**src/rtl/cpu_pkg.sv**
```systemverilog
// Shared pipeline definitions: producer latency classes, forwarding-select
// encodings and the default tracked-stage depth.
package cpu_pkg;

    localparam int NSTG_DEF = 3;

    // Slot index at which a producer's result first becomes forwardable.
    typedef enum logic [1:0] {
        LAT_NONE = 2'd0,
        LAT_ALU  = 2'd1,
        LAT_LOAD = 2'd2
    } lat_e;

    // fwd_sel value 0 reads the register file; value k selects slot k's result.
    localparam int FWD_RF  = 0;
    localparam int FWD_MEM = 1;
    localparam int FWD_WB  = 2;

endpackage

```
**src/rtl/pipe_hazard_unit_if.sv**
```systemverilog
// ID-stage hazard handshake: operand/destination info in, stall/flush/forward
// controls and event counters out.
interface pipe_hazard_unit_if
    import cpu_pkg::*;
#(
    parameter int NREG = 32,
    parameter int NSTG = NSTG_DEF,
    parameter int CW   = 16
);
    localparam int AW = $clog2(NREG);
    localparam int SW = $clog2(NSTG);

    logic          id_valid;
    logic [AW-1:0] id_rs;
    logic [AW-1:0] id_rt;
    logic          id_rs_used;
    logic          id_rt_used;
    logic [AW-1:0] id_rd;
    logic          id_wen;
    logic          id_is_load;
    logic          ex_redirect;

    logic          stall;
    logic          flush_ifid;
    logic          flush_idex;
    logic [SW:0]   fwd_rs_sel;
    logic [SW:0]   fwd_rt_sel;
    logic [CW-1:0] stall_cnt;
    logic [CW-1:0] flush_cnt;

    modport master (
        output id_valid, id_rs, id_rt, id_rs_used, id_rt_used,
               id_rd, id_wen, id_is_load, ex_redirect,
        input  stall, flush_ifid, flush_idex, fwd_rs_sel, fwd_rt_sel,
               stall_cnt, flush_cnt
    );

    modport slave (
        input  id_valid, id_rs, id_rt, id_rs_used, id_rt_used,
               id_rd, id_wen, id_is_load, ex_redirect,
        output stall, flush_ifid, flush_idex, fwd_rs_sel, fwd_rt_sel,
               stall_cnt, flush_cnt
    );

endinterface

```
**src/rtl/hazard_match.sv**
```systemverilog
// Per-operand youngest-producer search over the tag pipeline; decides between
// forwarding from a slot and stalling until the producer's result is ready.
module hazard_match
    import cpu_pkg::*;
#(
    parameter int  NREG = 32,
    parameter int  NSTG = NSTG_DEF,
    localparam int AW   = $clog2(NREG),
    localparam int SW   = $clog2(NSTG)
) (
    input  logic [NSTG-1:0]         tag_vld,
    input  logic [NSTG-1:0][AW-1:0] tag_rd,
    input  logic [NSTG-1:0][1:0]    tag_lat,
    input  logic [AW-1:0]           src,
    input  logic                    used,
    output logic [SW:0]             sel,
    output logic                    stl
);

    logic hit;

    // Lowest slot index wins: once a match is seen, older slots are ignored.
    always_comb begin
        hit = 1'b0;
        sel = '0;
        stl = 1'b0;
        for (int s = 0; s < NSTG; s++) begin
            if (!hit && used && (src != '0) && tag_vld[s] && (tag_rd[s] == src)) begin
                hit = 1'b1;
                if (s >= int'(tag_lat[s]))
                    sel = s[SW:0];
                else
                    stl = 1'b1;
            end
        end
    end

endmodule

```
**src/rtl/pipe_hazard_unit.sv**
```systemverilog
// Pipeline hazard unit: tracks in-flight destination tags after ID, drives
// operand forwarding selects, load/ALU-use stalls, redirect flushes and counters.
module pipe_hazard_unit
    import cpu_pkg::*;
#(
    parameter int NREG = 32,
    parameter int NSTG = NSTG_DEF,
    parameter int CW   = 16
) (
    input logic               clk,
    input logic               reset,
    pipe_hazard_unit_if.slave hz
);

    localparam int AW = $clog2(NREG);
    localparam int SW = $clog2(NSTG);

    logic [NSTG-1:0]         tag_vld_p;
    logic [NSTG-1:0][AW-1:0] tag_rd_p;
    logic [NSTG-1:0][1:0]    tag_lat_p;

    logic          rs_stall;
    logic          rt_stall;
    logic [SW:0]   rs_sel;
    logic [SW:0]   rt_sel;
    logic          stall_int;
    logic          redirect;
    logic          enter_vld;
    logic [CW-1:0] stall_cnt_q;
    logic [CW-1:0] flush_cnt_q;

    function automatic logic [CW-1:0] sat_inc(input logic [CW-1:0] v);
        return (&v) ? v : v + CW'(1);
    endfunction

    hazard_match #(.NREG(NREG), .NSTG(NSTG)) u_match_rs (
        .tag_vld (tag_vld_p),
        .tag_rd  (tag_rd_p),
        .tag_lat (tag_lat_p),
        .src     (hz.id_rs),
        .used    (hz.id_rs_used),
        .sel     (rs_sel),
        .stl     (rs_stall)
    );

    hazard_match #(.NREG(NREG), .NSTG(NSTG)) u_match_rt (
        .tag_vld (tag_vld_p),
        .tag_rd  (tag_rd_p),
        .tag_lat (tag_lat_p),
        .src     (hz.id_rt),
        .used    (hz.id_rt_used),
        .sel     (rt_sel),
        .stl     (rt_stall)
    );

    // Redirect outranks stall; reset gating keeps flushes quiet while held in reset.
    assign redirect  = hz.ex_redirect & reset;
    assign stall_int = (rs_stall | rt_stall) & hz.id_valid & ~hz.ex_redirect;
    assign enter_vld = hz.id_valid & hz.id_wen & (hz.id_rd != '0) & ~stall_int & ~hz.ex_redirect;

    // ID -> slot 0 boundary; each later slot takes the one before it.
    always_ff @(posedge clk or negedge reset) begin
        if (!reset)
            tag_vld_p <= '0;
        else
            tag_vld_p <= {tag_vld_p[NSTG-2:0], enter_vld};
    end

    always_ff @(posedge clk) begin
        tag_rd_p  <= {tag_rd_p[NSTG-2:0], hz.id_rd};
        tag_lat_p <= {tag_lat_p[NSTG-2:0], (hz.id_is_load ? LAT_LOAD : LAT_ALU)};
    end

    always_ff @(posedge clk or negedge reset) begin
        if (!reset) begin
            stall_cnt_q <= '0;
            flush_cnt_q <= '0;
        end else begin
            if (stall_int)
                stall_cnt_q <= sat_inc(stall_cnt_q);
            if (hz.ex_redirect)
                flush_cnt_q <= sat_inc(flush_cnt_q);
        end
    end

    assign hz.stall      = stall_int;
    assign hz.flush_ifid = redirect;
    assign hz.flush_idex = redirect | stall_int;
    assign hz.fwd_rs_sel = rs_sel;
    assign hz.fwd_rt_sel = rt_sel;
    assign hz.stall_cnt  = stall_cnt_q;
    assign hz.flush_cnt  = flush_cnt_q;

endmodule

```
**src/flat_wrapper.sv**
```systemverilog
// flat-port wrapper written by rule: the top's interface ports become plain ports
module pipe_hazard_unit_flat import cpu_pkg::*;
#(
    parameter int NREG = 32,
    parameter int NSTG = NSTG_DEF,
    parameter int CW   = 16
)
  (clk, reset, hz_id_valid, hz_id_rs, hz_id_rt, hz_id_rs_used, hz_id_rt_used, hz_id_rd, hz_id_wen, hz_id_is_load, hz_ex_redirect, hz_stall, hz_flush_ifid, hz_flush_idex, hz_fwd_rs_sel, hz_fwd_rt_sel, hz_stall_cnt, hz_flush_cnt);
  pipe_hazard_unit_if #(.NREG(NREG), .NSTG(NSTG), .CW(CW)) hz_i ();
  input logic clk;
  input logic reset;
  input wire logic [$bits(hz_i.id_valid)-1:0] hz_id_valid;
  input wire logic [$bits(hz_i.id_rs)-1:0] hz_id_rs;
  input wire logic [$bits(hz_i.id_rt)-1:0] hz_id_rt;
  input wire logic [$bits(hz_i.id_rs_used)-1:0] hz_id_rs_used;
  input wire logic [$bits(hz_i.id_rt_used)-1:0] hz_id_rt_used;
  input wire logic [$bits(hz_i.id_rd)-1:0] hz_id_rd;
  input wire logic [$bits(hz_i.id_wen)-1:0] hz_id_wen;
  input wire logic [$bits(hz_i.id_is_load)-1:0] hz_id_is_load;
  input wire logic [$bits(hz_i.ex_redirect)-1:0] hz_ex_redirect;
  output wire logic [$bits(hz_i.stall)-1:0] hz_stall;
  output wire logic [$bits(hz_i.flush_ifid)-1:0] hz_flush_ifid;
  output wire logic [$bits(hz_i.flush_idex)-1:0] hz_flush_idex;
  output wire logic [$bits(hz_i.fwd_rs_sel)-1:0] hz_fwd_rs_sel;
  output wire logic [$bits(hz_i.fwd_rt_sel)-1:0] hz_fwd_rt_sel;
  output wire logic [$bits(hz_i.stall_cnt)-1:0] hz_stall_cnt;
  output wire logic [$bits(hz_i.flush_cnt)-1:0] hz_flush_cnt;
  assign hz_i.id_valid = hz_id_valid;
  assign hz_i.id_rs = hz_id_rs;
  assign hz_i.id_rt = hz_id_rt;
  assign hz_i.id_rs_used = hz_id_rs_used;
  assign hz_i.id_rt_used = hz_id_rt_used;
  assign hz_i.id_rd = hz_id_rd;
  assign hz_i.id_wen = hz_id_wen;
  assign hz_i.id_is_load = hz_id_is_load;
  assign hz_i.ex_redirect = hz_ex_redirect;
  assign hz_stall = hz_i.stall;
  assign hz_flush_ifid = hz_i.flush_ifid;
  assign hz_flush_idex = hz_i.flush_idex;
  assign hz_fwd_rs_sel = hz_i.fwd_rs_sel;
  assign hz_fwd_rt_sel = hz_i.fwd_rt_sel;
  assign hz_stall_cnt = hz_i.stall_cnt;
  assign hz_flush_cnt = hz_i.flush_cnt;
  pipe_hazard_unit #(.NREG(NREG), .NSTG(NSTG), .CW(CW)) u_core (.clk(clk), .reset(reset), .hz(hz_i));
endmodule
```
**config.mk**
```make
export PLATFORM = sky130hd
export DESIGN_NAME = pipe_hazard_unit_flat
export DESIGN_NICKNAME = d
export VERILOG_FILES = /design/src/rtl/cpu_pkg.sv /design/src/rtl/pipe_hazard_unit_if.sv /design/src/rtl/hazard_match.sv /design/src/rtl/pipe_hazard_unit.sv /design/src/flat_wrapper.sv
export SDC_FILE = /design/constraint.sdc
export NUM_CORES = 1
export LEC_CHECK = 0
export ABC_AREA = 1
export ABC_CLOCK_PERIOD_IN_PS = 1800
export CAP_MARGIN = 25
export CORE_MARGIN = 4
export CORE_UTILIZATION = 46
export DETAILED_ROUTE_END_ITERATION = 7
export PLACE_DENSITY_LB_ADDON = 0.05
export SYNTH_ARGS = -nofsm -noshare
export SYNTH_HDL_FRONTEND = slang
export SYNTH_SLANG_ARGS = --single-unit
```
**constraint.sdc**
```tcl
create_clock -name clk -period 1.8 [get_ports clk]
set_input_delay 0.36 -clock clk [delete_from_list [all_inputs] [get_ports clk]]
set_output_delay 0.36 -clock clk [all_outputs]
set_load 0.05 [all_outputs]
```
==> results.md <==
- Number of I/O port buffers: 61
- Final setup fails: 23
- Root Buffer Master: clkbuf_8
- Setup ws final: -449 ps
- P_leak: about 2.2 nW
- Die area: between 7000 and 8000 um2
- Worst reg2reg path startpoint: u_core.tag_rd_p[6]
- Placed insts: between 500 and 600
- CTS tree: yes
- Setup TNS Final: -5880 ps
- Io pins: 64
- FF+latch count, synth: 56
- Gr usage total: 20.2%
- TritonCTS Buffers: 5
- Synth top area share: 29.2%
- Drt initial violations: around 100
- Synth area leader: dfrtp_1
- Violated checks: setup timing
- Crit Reg-Reg Endpoint: u_core.hz.stall_cnt[7]
- Largest net degree at the start of global routing: 36
- First-pass GRT wire length: between 10,000 and 15,000 um
- Peak VDD IR: 0.759 mV
- Setup crit end kind: primary output
- Initial Util: between 40% and 50%
- Placement Setup Slack: -794 ps
- Post-synth EDFFs: 0
- Detailed placer's ending HPWL: about 5700 um
- Setup crit start kind: flip-flop
- Clock Skew: 14.3 ps
- Clock sinks: between 50 and 60
- Drt first pass iters: 5
- Worst path required time: ~1400 ps
- Vias in the first global route: 2,708
- Vias per inst: 4.92
- Final WL: roughly 7500 um
- Reg clk slew, reported paths: around 110 ps
- WS Path Type: reg -> out
- WL per Instance: 13.0 um
- Yosys Warn Count: 0
- Reg2reg setup slack: -290 ps
- Synth Instances: 400
- Die Ht: about 89 um
- DRC viols: 0
- Core footprint: about 6300 um2
- RSZ-0062 raised after global routing: true
- Final slew viol count: 0
- Clock Tree Buf Depth: 2
- Mean Syn Cell Area: 7.49 um2
- Pwr Total: between 3 and 4 mW
- Initial antenna violation count: 0
- Final Cycle Share: 125%
- Hold Fails Final Rpt: 0
- Finished Cell Area: roughly 4300 um2
- Clk_lat worst skew: about 320 ps
- Power Density: approximately 710 nW/um2
- Final worst path period need: between 2000 and 2500 ps
- GPL Wtd Cong: 0.898
- Arrival @ worst endpoint: 1890 ps
- Area post-placement: between 3000 and 4000 um2
- Worst Hold Class: in -> async
- Post-synth design cell area: 3000 um2
- Routed via count: 2,850
- Status: complete, but fails checks
- Synth top area cells: dfrtp_1, nand2_1, dfxtp_1
- Worst path slowest cell: dfxtp_2
- Die Width: between 80 and 90 um
- # H-tree levels: 2
- Seq/Total Area, Yosys: 43.3%
- Final Non-Filler Cells: between 500 and 600
- Fraction of layout cells with a size suffix above 1: about two fifths
- DRT antenna net count: 0
- Cells on worst reg2reg path: 18
- CP Cell Sequence: inv_2, nand2_1, nand2_1, nor2_2, nand2_2, nor2_4, nor2_2, nand2_2, nor2_4, or3_1, inv_2, buf_12
- CP Max Fanout: 4
- Row cnt: 29
- Aggregate global routing overflow: 0
- Ys flop type: dfrtp_1
- Largest stage delay on the critical path: 370 ps
- Max-cap violations: 0
- Netlist cell types: 35
- Maximum clock rate: ~0.44 GHz
- Nets: approximately 530
- Hold_buf cts: 0
- Asr flop ratio synth: between 60% and 70%
- Area delta synth->final: 43.9%
- Ant diodes: 0
-- power breakdown --
part	internal [mW]	total, mW	switching, mW	leakage [nW]
logic	0.303	0.856	0.553	1.49
clock network	0.285	0.725	0.440	0.0487
registers	1.36	1.49	0.134	0.641
total	1.95	3.08	1.13	2.18
-- area by class of cell --
cell class / count / area (um2)
fillers: 520 / 2040
clock buffers: 5 / 68.8
inverters: 45 / 185
repair buffers: 99 / 910
well taps: 77 / 96.3
multi-input cells: 294 / 1690
flip-flops and latches: 56 / 1340
clock inverters: 3 / 26.3
-- sequential cells by signal, summed over array words and instances (netlist names) --
signal               flops
u_core.hz.stall_cnt     16
u_core.hz.flush_cnt     16
u_core.tag_vld_p         3
u_core.tag_rd_p         15
u_core.tag_lat_p         6
-- layer usage --
layer | global-route usage, % | wire length (um)
met1 | 27.7 | 3470
met2 | 32.6 | 3570
met3 | 4.00 | 406
met4 | 5.63 | 81
met5 | 0 | 0
-- critical path, delay by kind of cell (launching register included) --
family        cells  cell delay [ps]
simple gates      9              950
flops             1              370
buf+inv           3              250
-- cell usage after synthesis, drive strengths merged (2+ instances only) --
cell type and instances:
dfxtp 21, nand2 146, nor3 4, o21ai 6, nand3 18, or3 2, ha 2, xor2 18
clkbuf 2, buf 5, nand4 22, nor4 2, inv 45, xnor2 12, nor2 52, dfrtp 35
-- cell usage in the layout, fill, tap and decap left out, types with 2 or more instances in the layout --
cell             count
o21ai_1              3
dfxtp_4              6
nand2_2             28
clkdlybuf4s15_1      3
conb_1               2
nand4_1             21
buf_6                5
dfrtp_1             29
buf_12               8
nand3_4              4
nand3_1             11
dlygate4sd2_1        2
xor2_1              18
nor4_1               2
nor3_1               3
nor2_4               7
inv_2               17
inv_1               24
dfxtp_2              9
xnor2_1             12
nand3_2              4
clkbuf_8             5
nor2_2              15
nor2_1              30
o21ai_0              2
dfxtp_1              6
clkinv_4             2
clkdlybuf4s15_2      4
buf_4               64
nand2_1            117
dfrtp_2              6
clkdlybuf4s50_1     11
or3_1                2
inv_4                2
-- worst max path at each step --
stage | start | endpoint | slack (ps) | cells past startpoint
2_1_floorplan | u_core.hz.stall_cnt[1] | u_core.hz.stall_cnt[3] | -120 | 10
3_3_place_gp | hz_id_rt[0] | hz_stall | -750 | 15
3_5_place_dp | hz_id_rt[0] | hz_stall | -790 | 15
4_1_cts | u_core.tag_rd_p[0] | hz_stall | -460 | 14
5_1_grt | u_core.tag_rd_p[9] | hz_stall | -620 | 14
6_report | u_core.tag_rd_p[6] | hz_fwd_rt_sel[0] | -450 | 12
-- through the flow --
stage / util [%] / hold WS (ps)
floorplan: - / 64.4
CTS: 66.0 / 151
detailed placement: 62.8 / 316
global route: 67.9 / 170
global placement: 62.8 / 310
finish: 67.9 / 144
-- kinds of logic after synthesis --
kind of cell	synth area share [%]
XOR/XNOR	8.77
buffers and inverters	7.44
other	0.125
multiplexers	0.376
flip-flops	43.3
AO/OA/AOI/OAI	1.71
adder cells (fa/ha/maj)	0.835
AND/OR/NAND/NOR	37.5
-- repair_timing --
action,CTS,global route
gates cloned,1,0
endpoints found under the hold margin,0,0
pin swaps,19,14
gates resized for setup,58,43
setup endpoints to repair,23,26
setup buffers,4,3
No activity file was read; power rests on OpenSTA's default activity.
